===== src/rtl/add_bcd_sched.sv =====
// add_bcd_sched: two-requester round-robin scheduler that feeds a shared
// 4-bit adder and a binary-to-BCD converter. It returns the tagged BCD
// result on a valid/ready port.
// Optional feature macro: ADD_BCD_SCHED_TIMEOUT_EN adds a WAIT watchdog.
// The watchdog aborts after TIMEOUT_CYCLES and flags the result with res_err.
module add_bcd_sched #(
  parameter int TIMEOUT_CYCLES = 64
) (
  input  logic        clk,
  input  logic        rst_n,
  input  logic        i_req0_valid,
  input  logic [3:0]  i_req0_a,
  input  logic [3:0]  i_req0_b,
  input  logic        i_req0_cin,
  input  logic        i_req1_valid,
  input  logic [3:0]  i_req1_a,
  input  logic [3:0]  i_req1_b,
  input  logic        i_req1_cin,
  output logic        o_req0_ready,
  output logic        o_req1_ready,
  output logic [3:0]  o_add_a,
  output logic [3:0]  o_add_b,
  output logic        o_add_cin,
  input  logic [3:0]  i_add_s,
  input  logic        i_add_cout,
  output logic [11:0] o_conv_bin,
  output logic        o_conv_en,
  input  logic [15:0] i_conv_bcd,
  input  logic        i_conv_rdy,
  output logic        o_res_valid,
  input  logic        i_res_ready,
  output logic [15:0] o_res_bcd,
  output logic        o_res_id,
  output logic        o_res_err,
  output logic [7:0]  o_done_count
);

  typedef enum logic [2:0] {
    ST_IDLE = 3'd0,
    ST_ADD  = 3'd1,
    ST_CONV = 3'd2,
    ST_WAIT = 3'd3,
    ST_DONE = 3'd4
  } state_t;

  state_t      r_state;
  state_t      w_state_nxt;
  logic        w_accept;
  logic        w_gnt_id;
  logic        w_rdy_rise;
  logic        w_timeout;

  logic [3:0]  r_add_a;
  logic [3:0]  r_add_b;
  logic        r_add_cin;
  logic [11:0] r_conv_bin;
  logic        r_conv_en;
  logic        r_res_valid;
  logic [15:0] r_res_bcd;
  logic        r_res_id;
  logic [7:0]  r_done_count;
  logic        r_rdy_q;
  logic        r_last_grant;

  // Round-robin pick: on a tie, serve the requester that was not served last.
  assign w_gnt_id   = i_req1_valid & (~i_req0_valid | ~r_last_grant);
  // Only a fresh low-to-high transition counts as converter completion.
  assign w_rdy_rise = i_conv_rdy & ~r_rdy_q;

`ifdef ADD_BCD_SCHED_TIMEOUT_EN
  localparam int CNT_W = $clog2(TIMEOUT_CYCLES + 1);
  logic [CNT_W-1:0] r_wait_cnt;
  logic             r_res_err;

  assign w_timeout = (r_state == ST_WAIT) &&
                     (r_wait_cnt == CNT_W'(TIMEOUT_CYCLES - 1)) && !w_rdy_rise;

  // WAIT cycle counter: zero outside WAIT, so it is already clear on entry.
  always_ff @(posedge clk or negedge rst_n) begin
    if (!rst_n) begin
      r_wait_cnt <= '0;
    end else if (r_state != ST_WAIT) begin
      r_wait_cnt <= '0;
    end else begin
      r_wait_cnt <= r_wait_cnt + CNT_W'(1);
    end
  end

  // Error flag: set by a watchdog abort, cleared by a genuine completion.
  always_ff @(posedge clk or negedge rst_n) begin
    if (!rst_n) begin
      r_res_err <= 1'b0;
    end else if (r_state == ST_WAIT && w_rdy_rise) begin
      r_res_err <= 1'b0;
    end else if (w_timeout) begin
      r_res_err <= 1'b1;
    end
  end

  assign o_res_err = r_res_err;
`else
  assign w_timeout = 1'b0;
  assign o_res_err = 1'b0;
`endif

  // Next-state decode and the same-cycle accept strobe for the grant.
  always_comb begin
    w_state_nxt = r_state;
    w_accept    = 1'b0;
    case (r_state)
      ST_IDLE: begin
        if (i_req0_valid || i_req1_valid) begin
          w_state_nxt = ST_ADD;
          w_accept    = 1'b1;
        end else begin
          w_state_nxt = ST_IDLE;
        end
      end
      ST_ADD:  w_state_nxt = ST_CONV;
      ST_CONV: w_state_nxt = ST_WAIT;
      ST_WAIT: begin
        if (w_rdy_rise || w_timeout) begin
          w_state_nxt = ST_DONE;
        end else begin
          w_state_nxt = ST_WAIT;
        end
      end
      ST_DONE: begin
        if (i_res_ready) begin
          w_state_nxt = ST_IDLE;
        end else begin
          w_state_nxt = ST_DONE;
        end
      end
      default: w_state_nxt = ST_IDLE;
    endcase
  end

  // The ready pulse must fall in the accept cycle itself, so it is decoded
  // from the registered state rather than registered.
  assign o_req0_ready = w_accept & ~w_gnt_id;
  assign o_req1_ready = w_accept &  w_gnt_id;

  // State register.
  always_ff @(posedge clk or negedge rst_n) begin
    if (!rst_n) begin
      r_state <= ST_IDLE;
    end else begin
      r_state <= w_state_nxt;
    end
  end

  // Registered strobes, operand latch, sum capture, result capture and counter.
  always_ff @(posedge clk or negedge rst_n) begin
    if (!rst_n) begin
      r_add_a      <= 4'd0;
      r_add_b      <= 4'd0;
      r_add_cin    <= 1'b0;
      r_conv_bin   <= 12'd0;
      r_conv_en    <= 1'b0;
      r_res_valid  <= 1'b0;
      r_res_bcd    <= 16'd0;
      r_res_id     <= 1'b0;
      r_done_count <= 8'd0;
      r_rdy_q      <= 1'b0;
      r_last_grant <= 1'b1;
    end else begin
      r_rdy_q     <= i_conv_rdy;
      r_conv_en   <= (w_state_nxt == ST_CONV);
      r_res_valid <= (w_state_nxt == ST_DONE);
      if (w_accept) begin
        r_add_a      <= w_gnt_id ? i_req1_a   : i_req0_a;
        r_add_b      <= w_gnt_id ? i_req1_b   : i_req0_b;
        r_add_cin    <= w_gnt_id ? i_req1_cin : i_req0_cin;
        r_res_id     <= w_gnt_id;
        r_last_grant <= w_gnt_id;
      end
      if (r_state == ST_ADD) begin
        r_conv_bin <= {7'd0, i_add_cout, i_add_s};
      end
      if (r_state == ST_WAIT && w_rdy_rise) begin
        r_res_bcd <= i_conv_bcd;
      end else if (w_timeout) begin
        r_res_bcd <= 16'd0;
      end
      if (r_state == ST_DONE && i_res_ready) begin
        r_done_count <= r_done_count + 8'd1;
      end
    end
  end

  assign o_add_a      = r_add_a;
  assign o_add_b      = r_add_b;
  assign o_add_cin    = r_add_cin;
  assign o_conv_bin   = r_conv_bin;
  assign o_conv_en    = r_conv_en;
  assign o_res_valid  = r_res_valid;
  assign o_res_bcd    = r_res_bcd;
  assign o_res_id     = r_res_id;
  assign o_done_count = r_done_count;

endmodule


===== config.mk =====
export PLATFORM = sky130hd
export DESIGN_NAME = add_bcd_sched
export DESIGN_NICKNAME = d
export VERILOG_FILES = /design/src/rtl/add_bcd_sched.sv
export SDC_FILE = /design/constraint.sdc
export NUM_CORES = 1
export LEC_CHECK = 0
export CORE_ASPECT_RATIO = 0.5
export CORE_MARGIN = 3
export CORE_UTILIZATION = 43
export DETAILED_ROUTE_END_ITERATION = 12
export HOLD_SLACK_MARGIN = 0.03
export PLACE_DENSITY_LB_ADDON = 0.08
export SETUP_SLACK_MARGIN = 0.15
export SLEW_MARGIN = 20
export SYNTH_ARGS = -nofsm -noshare
export SYNTH_HDL_FRONTEND = slang
export SYNTH_SLANG_ARGS = --single-unit

===== constraint.sdc =====
create_clock -name clk -period 4.4 [get_ports clk]
set_input_delay 0.44 -clock clk [delete_from_list [all_inputs] [get_ports clk]]
set_output_delay 0.44 -clock clk [all_outputs]
set_load 0.01 [all_outputs]

==> results of run 1 <==
layout make-up:
cell class                 count  area (µm²)  area share (%)
clock inverter                 3        43.8            1.48
tap                           54        67.6            2.28
sequential                    46        1150            38.9
clock buffer                   5        68.8            2.33
multi-input combinational     96         758            25.6
timing repair buffer          87         868            29.3
power by group through the flow:
stage | sequential (mW) | clock, mW | combinational (mW)
after floorplan | 0.768 | 0 | 0.310
final | 0.708 | 0.313 | 0.760
after detailed placement | 0.713 | 0 | 0.771
after global placement | 0.708 | 0 | 0.752
after CTS | 0.709 | 0.323 | 0.772
after global routing | 0.730 | 0.337 | 0.821
worst max-delay path by stage:
stage	to	slack, ns
final	o_req1_ready	1.72
after global routing	o_req1_ready	1.58
after CTS	o_req1_ready	1.74
after floorplan	o_req0_ready	2.64
after global placement	o_req1_ready	1.78
after detailed placement	o_req1_ready	1.75
worst max-delay path, delay by kind of cell:
family                 cells  cell delay (ns)
and+or+nand+nor            2             0.57
buffers and inverters      2             1.23
metal layers:
layer  global-route usage [%]  up-vias  routed length [µm]
met4                     1.96        0                   7
li1                         -      689                   -
met1                     21.1      684                1960
met5                        0        -                   0
met3                     6.08        2                 402
met2                     28.4       64                1940
per-stage QoR:
stage / instances / setup WS [ns]
3_3_place_gp: 283 / 1.78
3_5_place_dp: 283 / 1.75
2_1_floorplan: 158 / 2.64
5_1_grt: 291 / 1.58
4_1_cts: 291 / 1.74
6_report: 291 / 1.72
state kept, by name (all words and copies together) (netlist names), 3 cells and up:
signal / flops
o_add_b: 4
o_add_a: 4
o_conv_bin: 5
o_done_count: 8
o_res_bcd: 16
r_state: 3
layout by cell type, fill, tap and decap left out:
| cell type | Yosys | routed |
|---|---|---|
| clkdlybuf4s50_1 | 0 | 86 |
| dfrtp_1 | 45 | 45 |
| mux2_2 | 14 | 14 |
| nand2_1 | 11 | 11 |
| nor3_1 | 10 | 10 |
| a221o_1 | 9 | 9 |
| mux2_4 | 8 | 8 |
| conb_1 | 1 | 8 |
| xnor2_1 | 6 | 6 |
| clkbuf_8 | 0 | 5 |
| nand3_1 | 3 | 3 |
| nor2_1 | 2 | 2 |
| nor2b_1 | 2 | 2 |
| o21ai_0 | 2 | 2 |
| o21a_1 | 2 | 2 |
| and3_1 | 2 | 2 |
| a21o_1 | 2 | 2 |
| nand4_1 | 2 | 2 |
| nand2_2 | 1 | 1 |
| a211oi_1 | 1 | 1 |
| nand2b_1 | 1 | 1 |
| nor3_4 | 1 | 1 |
| o21ai_1 | 1 | 1 |
| or3_1 | 1 | 1 |
| nor3b_1 | 1 | 1 |
| nor3b_2 | 1 | 1 |
| and4bb_2 | 1 | 1 |
| and2_1 | 1 | 1 |
| and4_1 | 1 | 1 |
| xor2_1 | 1 | 1 |
| ha_1 | 1 | 1 |
| inv_6 | 0 | 1 |
| bufinv_16 | 0 | 1 |
| clkinv_2 | 0 | 1 |
| buf_4 | 8 | 1 |
| dfstp_2 | 1 | 1 |
logic make-up after synthesis:
group | after synthesis | share of synthesized area (%)
multiplexers | 22 | 13.9
flip-flops | 46 | 57.7
AND/OR/NAND/NOR | 41 | 11.7
buffers and inverters | 16 | 5.64
adder cells (fa/ha/maj) | 1 | 0.626
AO/OA/AOI/OAI | 17 | 7.14
other | 1 | 0.188
XOR/XNOR | 7 | 3.07
==> impl_metrics.env, run 1 <==
export IMPL_core_area_mm2=0.00418
export IMPL_wl_per_cell_um=14.8
export IMPL_syn2layout_area_growth_pct=48.2
export IMPL_seq_power_share_pct=39.7
export IMPL_grt_first_pass_wirelength_mm=7.02
export IMPL_relSlewSlack_pct=37.8
export IMPL_finClkSkew_ns=0.00739
export IMPL_cts_sinks=46
export IMPL_rows=16
export IMPL_syn_area_mm2=0.00200
export IMPL_diodes=0
export IMPL_clk_pin_slew_ns=0.09
export IMPL_drive_gt1_share_pct=15.2
export IMPL_cts_root_buf="clkbuf_8"
export IMPL_power_switching_mw=0.530
export IMPL_fmaxAchievable_ghz=0.373
export IMPL_vias_per_cell=4.95
export IMPL_cp_start_kind="input port"
export IMPL_combPwrFrac_pct=42.7
export IMPL_first_iter_violations=32
export IMPL_placed_area_mm2=0.00284
export IMPL_path_max_fanout=12
export IMPL_critPathMaxStageDelay_ns=0.63
export IMPL_gp_congestion=0.802
export IMPL_grt_remaining_overflow=0
export IMPL_pwr_share_clk_pct=17.6
export IMPL_setup_viol=0
export IMPL_fin_area_mm2=0.00296
export IMPL_r2r_cells=3
export IMPL_numCtsBuffers=5
export IMPL_fin_tns_setup_ns=0
export IMPL_io_pins=96
export IMPL_synth_seq_cells=46
export IMPL_finalPower_mw=1.78
export IMPL_drv_cap=0
export IMPL_grt_pass1_vias=1488
export IMPL_synth_commonest_cells="dfrtp_1 (45), mux2_2 (14), nand2_1 (11), nor3_1 (10), a221o_1 (9)"
export IMPL_timing_rr_start="r_state[2]"
export IMPL_h_tree_depth=2
export IMPL_die_w_um=102
export IMPL_antenna_found_initial=0
export IMPL_rr_endpoint="o_res_bcd[5]"
export IMPL_grt_util_all_layers_pct=16.6
export IMPL_placement_io_buffers=87
export IMPL_antenna_left=0
export IMPL_period_needed_ns=2.68
export IMPL_rsz0062_at_grt="no"
export IMPL_synth_edf_count=0
export IMPL_wl_mm=4.32
export IMPL_p_sw_share_pct=29.8
export IMPL_cellInternalPower_mw=1.25
export IMPL_ys_warnings_count=0
export IMPL_pwr_density_cell_mw_per_mm2=602
export IMPL_fin_crit_sh_pct=60.9
export IMPL_slew_viol_final=0
export IMPL_cp_end_kind="output port"
export IMPL_yosysMostFrequentCell="dfrtp_1"
export IMPL_nFillCells=294
export IMPL_syn_instance_count=151
export IMPL_cts_resized_gates=0
export IMPL_drc=0
export IMPL_hold_violations=0
export IMPL_clock_latency_ns=0.29
export IMPL_synth_top_area_share_pct=56.4
export IMPL_cts_max_path_buffers=2
export IMPL_die_y_um=54.2
export IMPL_crit_path_cell_trace="clkdlybuf4s50_1 > nand2_1 > and3_1 > clkdlybuf4s50_1"
export IMPL_crit_top_cell="clkdlybuf4s50_1"
export IMPL_start_util_pct=47.7
export IMPL_outcome="finished, final reports clean"
export IMPL_nets=282
export IMPL_final_util_pct=70.7
export IMPL_cts_tree="yes"
export IMPL_hold_buffers=0
export IMPL_cellLeakagePower_nw=1.26
export IMPL_grt_max_degree=47
export IMPL_min_path_type="input port to async pin"
export IMPL_vias=1439
export IMPL_yosysSeqAreaShare_pct=57.7
export IMPL_ys_flop_type="dfrtp_1"
export IMPL_cp_arrival_ns=2.24
export IMPL_worstSetupPathType="input port to output port"
export IMPL_async_reset_ff_share_pct=100
export IMPL_critPathSlowestCell="clkdlybuf4s50_1"
export IMPL_worstMarginPinSlew_ns=0.930
export IMPL_ir_worst_vdd_v=0.000368
export IMPL_synthDistinctLibCells=34
export IMPL_synth_area_top_cells="dfrtp_1 (56%), mux2_2 (7.9%), mux2_4 (6.0%)"
export IMPL_hpwlAfterDp_mm=3.15
export IMPL_worstPathRequired_ns=3.96
export IMPL_ff2ff_setup_slack_ns=2.44
export IMPL_post_cts_buffers=0
export IMPL_synth_top_area_cell="dfrtp_1"
export IMPL_setup_worst_path_start="i_req0_valid"
export IMPL_dr_pass1_iters=4
export IMPL_syn_avg_cell_area_um2=13.2
export IMPL_die_area_mm2=0.00555
export IMPL_hold_slack_ns=0.134
(Power assumes the default switching activity.)
==> run 2: changes to the inputs <==
Settings changed: CORE_UTILIZATION 43 to 36.
Clock period 4.4 ns to 2.25 ns, I/O delays scaled along.
==> impl_metrics.env, run 2 (same netlist as run 1, synthesis figures left out) <==
export IMPL_vias=1438
export IMPL_fin_crit_sh_pct=88.5
export IMPL_worstPathRequired_ns=2.03
export IMPL_nFillCells=438
export IMPL_diodes=0
export IMPL_grt_pass1_vias=1488
export IMPL_drc=0
export IMPL_wl_mm=4.41
export IMPL_min_path_type="input port to async pin"
export IMPL_core_area_mm2=0.00513
export IMPL_power_switching_mw=1.02
export IMPL_clock_latency_ns=0.29
export IMPL_slew_viol_final=0
export IMPL_grt_first_pass_wirelength_mm=7.42
export IMPL_largest_reg_flops=16
export IMPL_cp_start_kind="register"
export IMPL_fin_tns_setup_ns=0
export IMPL_worstSetupPathType="register to output port"
export IMPL_rsz0062_at_grt="no"
export IMPL_cts_root_buf="clkbuf_8"
export IMPL_multiInputGateArea_um2=763
export IMPL_seq_power_share_pct=40.4
export IMPL_rows=18
export IMPL_setup_viol=0
export IMPL_critPathSlowestCell="clkdlybuf4s50_1"
export IMPL_antenna_found_initial=0
export IMPL_grt_max_degree=28
export IMPL_area_sequential_mm2=0.00115
export IMPL_pwr_density_cell_mw_per_mm2=1130
export IMPL_numCtsBuffers=5
export IMPL_clk_pin_slew_ns=0.08
export IMPL_die_y_um=58.7
export IMPL_gp_congestion=0.712
export IMPL_syn2layout_area_growth_pct=51.3
export IMPL_cellLeakagePower_nw=1.29
export IMPL_crit_path_cell_trace="nor3_2 > and3_1 > clkdlybuf4s50_1"
export IMPL_nets=290
export IMPL_h_tree_depth=2
export IMPL_drv_cap=0
export IMPL_cp_end_kind="output port"
export IMPL_die_area_mm2=0.00653
export IMPL_p_sw_share_pct=29.9
export IMPL_placement_io_buffers=87
export IMPL_final_common_cell="clkdlybuf4s50_1"
export IMPL_dr_pass1_iters=4
export IMPL_cp_arrival_ns=1.77
export IMPL_fmaxAchievable_ghz=0.502
export IMPL_die_w_um=111
export IMPL_hold_violations=0
export IMPL_vias_per_cell=4.57
export IMPL_setup_worst_path_start="r_state[1]"
export IMPL_critPathMaxStageDelay_ns=0.56
export IMPL_hpwlAfterDp_mm=3.24
export IMPL_first_iter_violations=88
export IMPL_grt_util_all_layers_pct=14.3
export IMPL_outcome="finished, final reports clean"
export IMPL_cts_tree="yes"
export IMPL_path_max_fanout=8
export IMPL_drive_gt1_share_pct=17.6
export IMPL_grt_remaining_overflow=0
export IMPL_finClkSkew_ns=0.00307
export IMPL_antenna_left=0
export IMPL_period_needed_ns=1.99
export IMPL_hold_slack_ns=0.420
export IMPL_combPwrFrac_pct=44.8
export IMPL_path_delay_family="buffers and inverters"
export IMPL_cp_num_buf_inv=1
export IMPL_finalPower_mw=3.41
export IMPL_pwr_share_clk_pct=14.8
export IMPL_start_util_pct=38.9
export IMPL_cts_sinks=46
export IMPL_ir_worst_vdd_v=0.000431
export IMPL_timing_rr_start="r_state[2]"
export IMPL_wl_per_cell_um=14.0
export IMPL_cts_max_path_buffers=2
export IMPL_layout_common_cells="clkdlybuf4s50_1 (85), dfrtp_1 (45), mux2_2 (14), nand2_1 (11)"
export IMPL_cellInternalPower_mw=2.39
export IMPL_io_pins=96
==> run 2: worst paths after layout <==
| kind | end | cells after the start | slack (ns) |
|---|---|---|---|
| hold / removal | o_res_bcd[5] | 2 | 0.42 |
| max in group asynchronous | r_last_grant | 3 | 1.08 |
| min in group clk | r_rdy_q | 1 | 0.43 |
| setup reg to reg | o_res_bcd[6] | 4 | 0.67 |
| setup / recovery | o_req1_ready | 3 | 0.26 |
| hold reg to reg | o_done_count[7] | 1 | 0.48 |
==> run 2: power by group through the flow <==
stage	combinational, mW	sequential (mW)	clock [mW]
after floorplan	0.607	1.50	0
after global placement	1.53	1.37	0
after detailed placement	1.54	1.39	0
after CTS	1.55	1.38	0.525
after global routing	1.65	1.43	0.568
final	1.53	1.38	0.506
==> run 2: worst register-to-register path, delay by kind of cell (launching register included) <==
| family | cells | cell delay, ns |
|---|---|---|
| buffers and inverters | 1 | 0.29 |
| DFF | 1 | 0.46 |
| muxes | 1 | 0.38 |
| and+or+nand+nor | 2 | 0.34 |
==> run 2: what timing repair did <==
action,in CTS,in global routing
endpoints found under the setup margin,1,1
resized for setup,1,1
hold buffers,1,0
setup buffers,0,0
hold endpoints to repair,19,0
==> run 2: through the flow <==
step	cells	setup WS [ns]	util (%)	instance area [µm²]
6_report	315	0.259	58.8	3020
5_1_grt	315	0.164	58.8	3020
4_1_cts	315	0.193	58.7	3020
3_5_place_dp	306	0.391	56.8	2920
3_3_place_gp	306	0.392	56.8	2920
2_1_floorplan	158	0.700	-	2020
==> run 2: metal layers <==
layer	GRT usage [%]	routed length, µm	vias up	part of all wire [%]
met5	0	0	-	0
met4	3.12	24	0	0.54
met3	5.24	387	2	8.8
met2	22.5	1950	53	44
met1	19.3	2050	679	47
li1	-	-	704	-
==> run 2: final cells by class <==
cell class / count / share of cell area, %
clock inverters: 1 / 0.166
multi-input cells: 96 / 25.3
repair buffers: 95 / 30.7
flip-flops and latches: 46 / 38.1
clock buffers: 7 / 2.86
well taps: 70 / 2.90
==> run 3: changes to the inputs <==
Settings changed: CORE_UTILIZATION 36 to 43.
Clock period 2.25 ns to 2.35 ns, I/O delays scaled along.
==> impl_metrics.env, run 3 (same netlist as run 1, synthesis figures left out) <==
export IMPL_drc=0
export IMPL_outcome="finished, final reports clean"
export IMPL_die_y_um=54.2
export IMPL_cts_tree="yes"
export IMPL_rows=16
export IMPL_first_iter_violations=18
export IMPL_layout_common_cells="clkdlybuf4s50_1 (85), dfrtp_1 (45), mux2_2 (14), nand2_1 (11), nor3_1 (10)"
export IMPL_worstSetupPathType="register to output port"
export IMPL_hold_violations=0
export IMPL_grt_pass1_vias=1510
export IMPL_rsz0062_at_grt="no"
export IMPL_wl_mm=4.50
export IMPL_worstPathRequired_ns=2.12
export IMPL_finClkSkew_ns=0.00839
export IMPL_core_area_mm2=0.00418
export IMPL_cp_num_buf_inv=1
export IMPL_gp_congestion=0.741
export IMPL_critPathSlowestCell="clkdlybuf4s50_1"
export IMPL_worstMarginPinSlew_ns=0.546
export IMPL_placement_io_buffers=87
export IMPL_vias=1496
export IMPL_nFillCells=305
export IMPL_die_w_um=102
export IMPL_nets=291
export IMPL_fin_crit_sh_pct=87.8
export IMPL_fin_tns_setup_ns=0
export IMPL_slew_viol_final=0
export IMPL_die_area_mm2=0.00555
export IMPL_path_max_fanout=8
export IMPL_final_util_pct=72.1
export IMPL_dr_pass1_iters=4
export IMPL_grt_max_degree=26
export IMPL_setup_viol=0
export IMPL_hpwlAfterDp_mm=3.44
export IMPL_grt_util_all_layers_pct=17.4
export IMPL_diodes=0
export IMPL_pwr_density_cell_mw_per_mm2=1100
export IMPL_start_util_pct=47.7
export IMPL_antenna_left=0
export IMPL_clock_latency_ns=0.30
export IMPL_multiInputGateArea_um2=758
export IMPL_drive_gt1_share_pct=17.9
export IMPL_wl_per_cell_um=15.0
export IMPL_period_needed_ns=2.06
export IMPL_largest_reg_flops=16
export IMPL_final_common_cell="clkdlybuf4s50_1"
export IMPL_clk_pin_slew_ns=0.08
export IMPL_ir_worst_vdd_v=0.000549
export IMPL_relSlewSlack_pct=63.6
export IMPL_grt_first_pass_wirelength_mm=7.20
export IMPL_path_delay_family="buffers and inverters"
export IMPL_critPathMaxStageDelay_ns=0.56
export IMPL_antenna_found_initial=0
export IMPL_post_cts_buffers=0
export IMPL_h_tree_depth=2
export IMPL_vias_per_cell=4.99
export IMPL_min_path_type="input port to register"
export IMPL_cellLeakagePower_nw=1.30
export IMPL_cp_end_kind="output port"
export IMPL_cts_max_path_buffers=2
export IMPL_area_sequential_mm2=0.00115
export IMPL_syn2layout_area_growth_pct=51.1
export IMPL_numCtsBuffers=5
export IMPL_fmaxAchievable_ghz=0.485
export IMPL_cts_sinks=46
export IMPL_cp_start_kind="register"
export IMPL_io_pins=96
export IMPL_drv_cap=0
export IMPL_crit_path_cell_trace="nor3_1 > and3_1 > clkdlybuf4s50_1"
export IMPL_grt_remaining_overflow=0
export IMPL_cp_arrival_ns=1.83
export IMPL_cts_root_buf="clkbuf_8"
run 3: timing repair:
item	4_1_cts	5_1_grt
resized for setup	1	0
hold buffers	1	0
hold endpoints to repair	23	0
setup endpoints to repair	1	0
run 3: final timing paths:
check	start	end	slack [ns]	cells after the start
worst max-delay path	r_state[1]	o_req1_ready	0.29	3
worst min-delay path	i_conv_rdy	r_rdy_q	0.43	1
worst max register to register	r_state[2]	o_res_bcd[15]	0.77	4
worst min register to register	o_done_count[7]	o_done_count[7]	0.47	1
max in group asynchronous	rst_n	r_last_grant	1.28	3
min in group asynchronous	rst_n	o_done_count[7]	0.44	2
run 3: power breakdown:
group	switching [mW]	total [mW]	leakage (nW)	internal, mW
clock	0.260	0.529	0.0544	0.269
sequential	0.207	1.32	0.570	1.12
combinational	0.532	1.46	0.678	0.933
run 3: metrics by stage:
step | instance area (µm²) | std cells | setup slack (ns) | power, mW | hold WS [ns]
4_1_cts | 3020 | 300 | 0.271 | 3.36 | 0.419
3_5_place_dp | 2900 | 291 | 0.496 | 2.82 | 0.257
6_report | 3020 | 300 | 0.288 | 3.32 | 0.427
3_3_place_gp | 2900 | 291 | 0.497 | 2.77 | 0.244
2_1_floorplan | 2020 | 158 | 0.790 | 2.02 | -0.0606
5_1_grt | 3020 | 300 | 0.164 | 3.52 | 0.429
run 3: layer usage:
metal / vias to the layer above / GRT usage (%) / share of wire (%)
met2: 71 / 28.2 / 45
li1: 713 / - / -
met4: 0 / 4.58 / 0.82
met3: 7 / 7.12 / 9.7
met5: - / 0 / 0
met1: 705 / 22.0 / 45
run 3: final cells by class:
class,instances,area share [%]
flip-flops and latches,46,38.2
clock inverters,1,0.290
repair buffers,96,31.0
clock buffers,7,3.19
well taps,54,2.24
multi-input cells,96,25.1
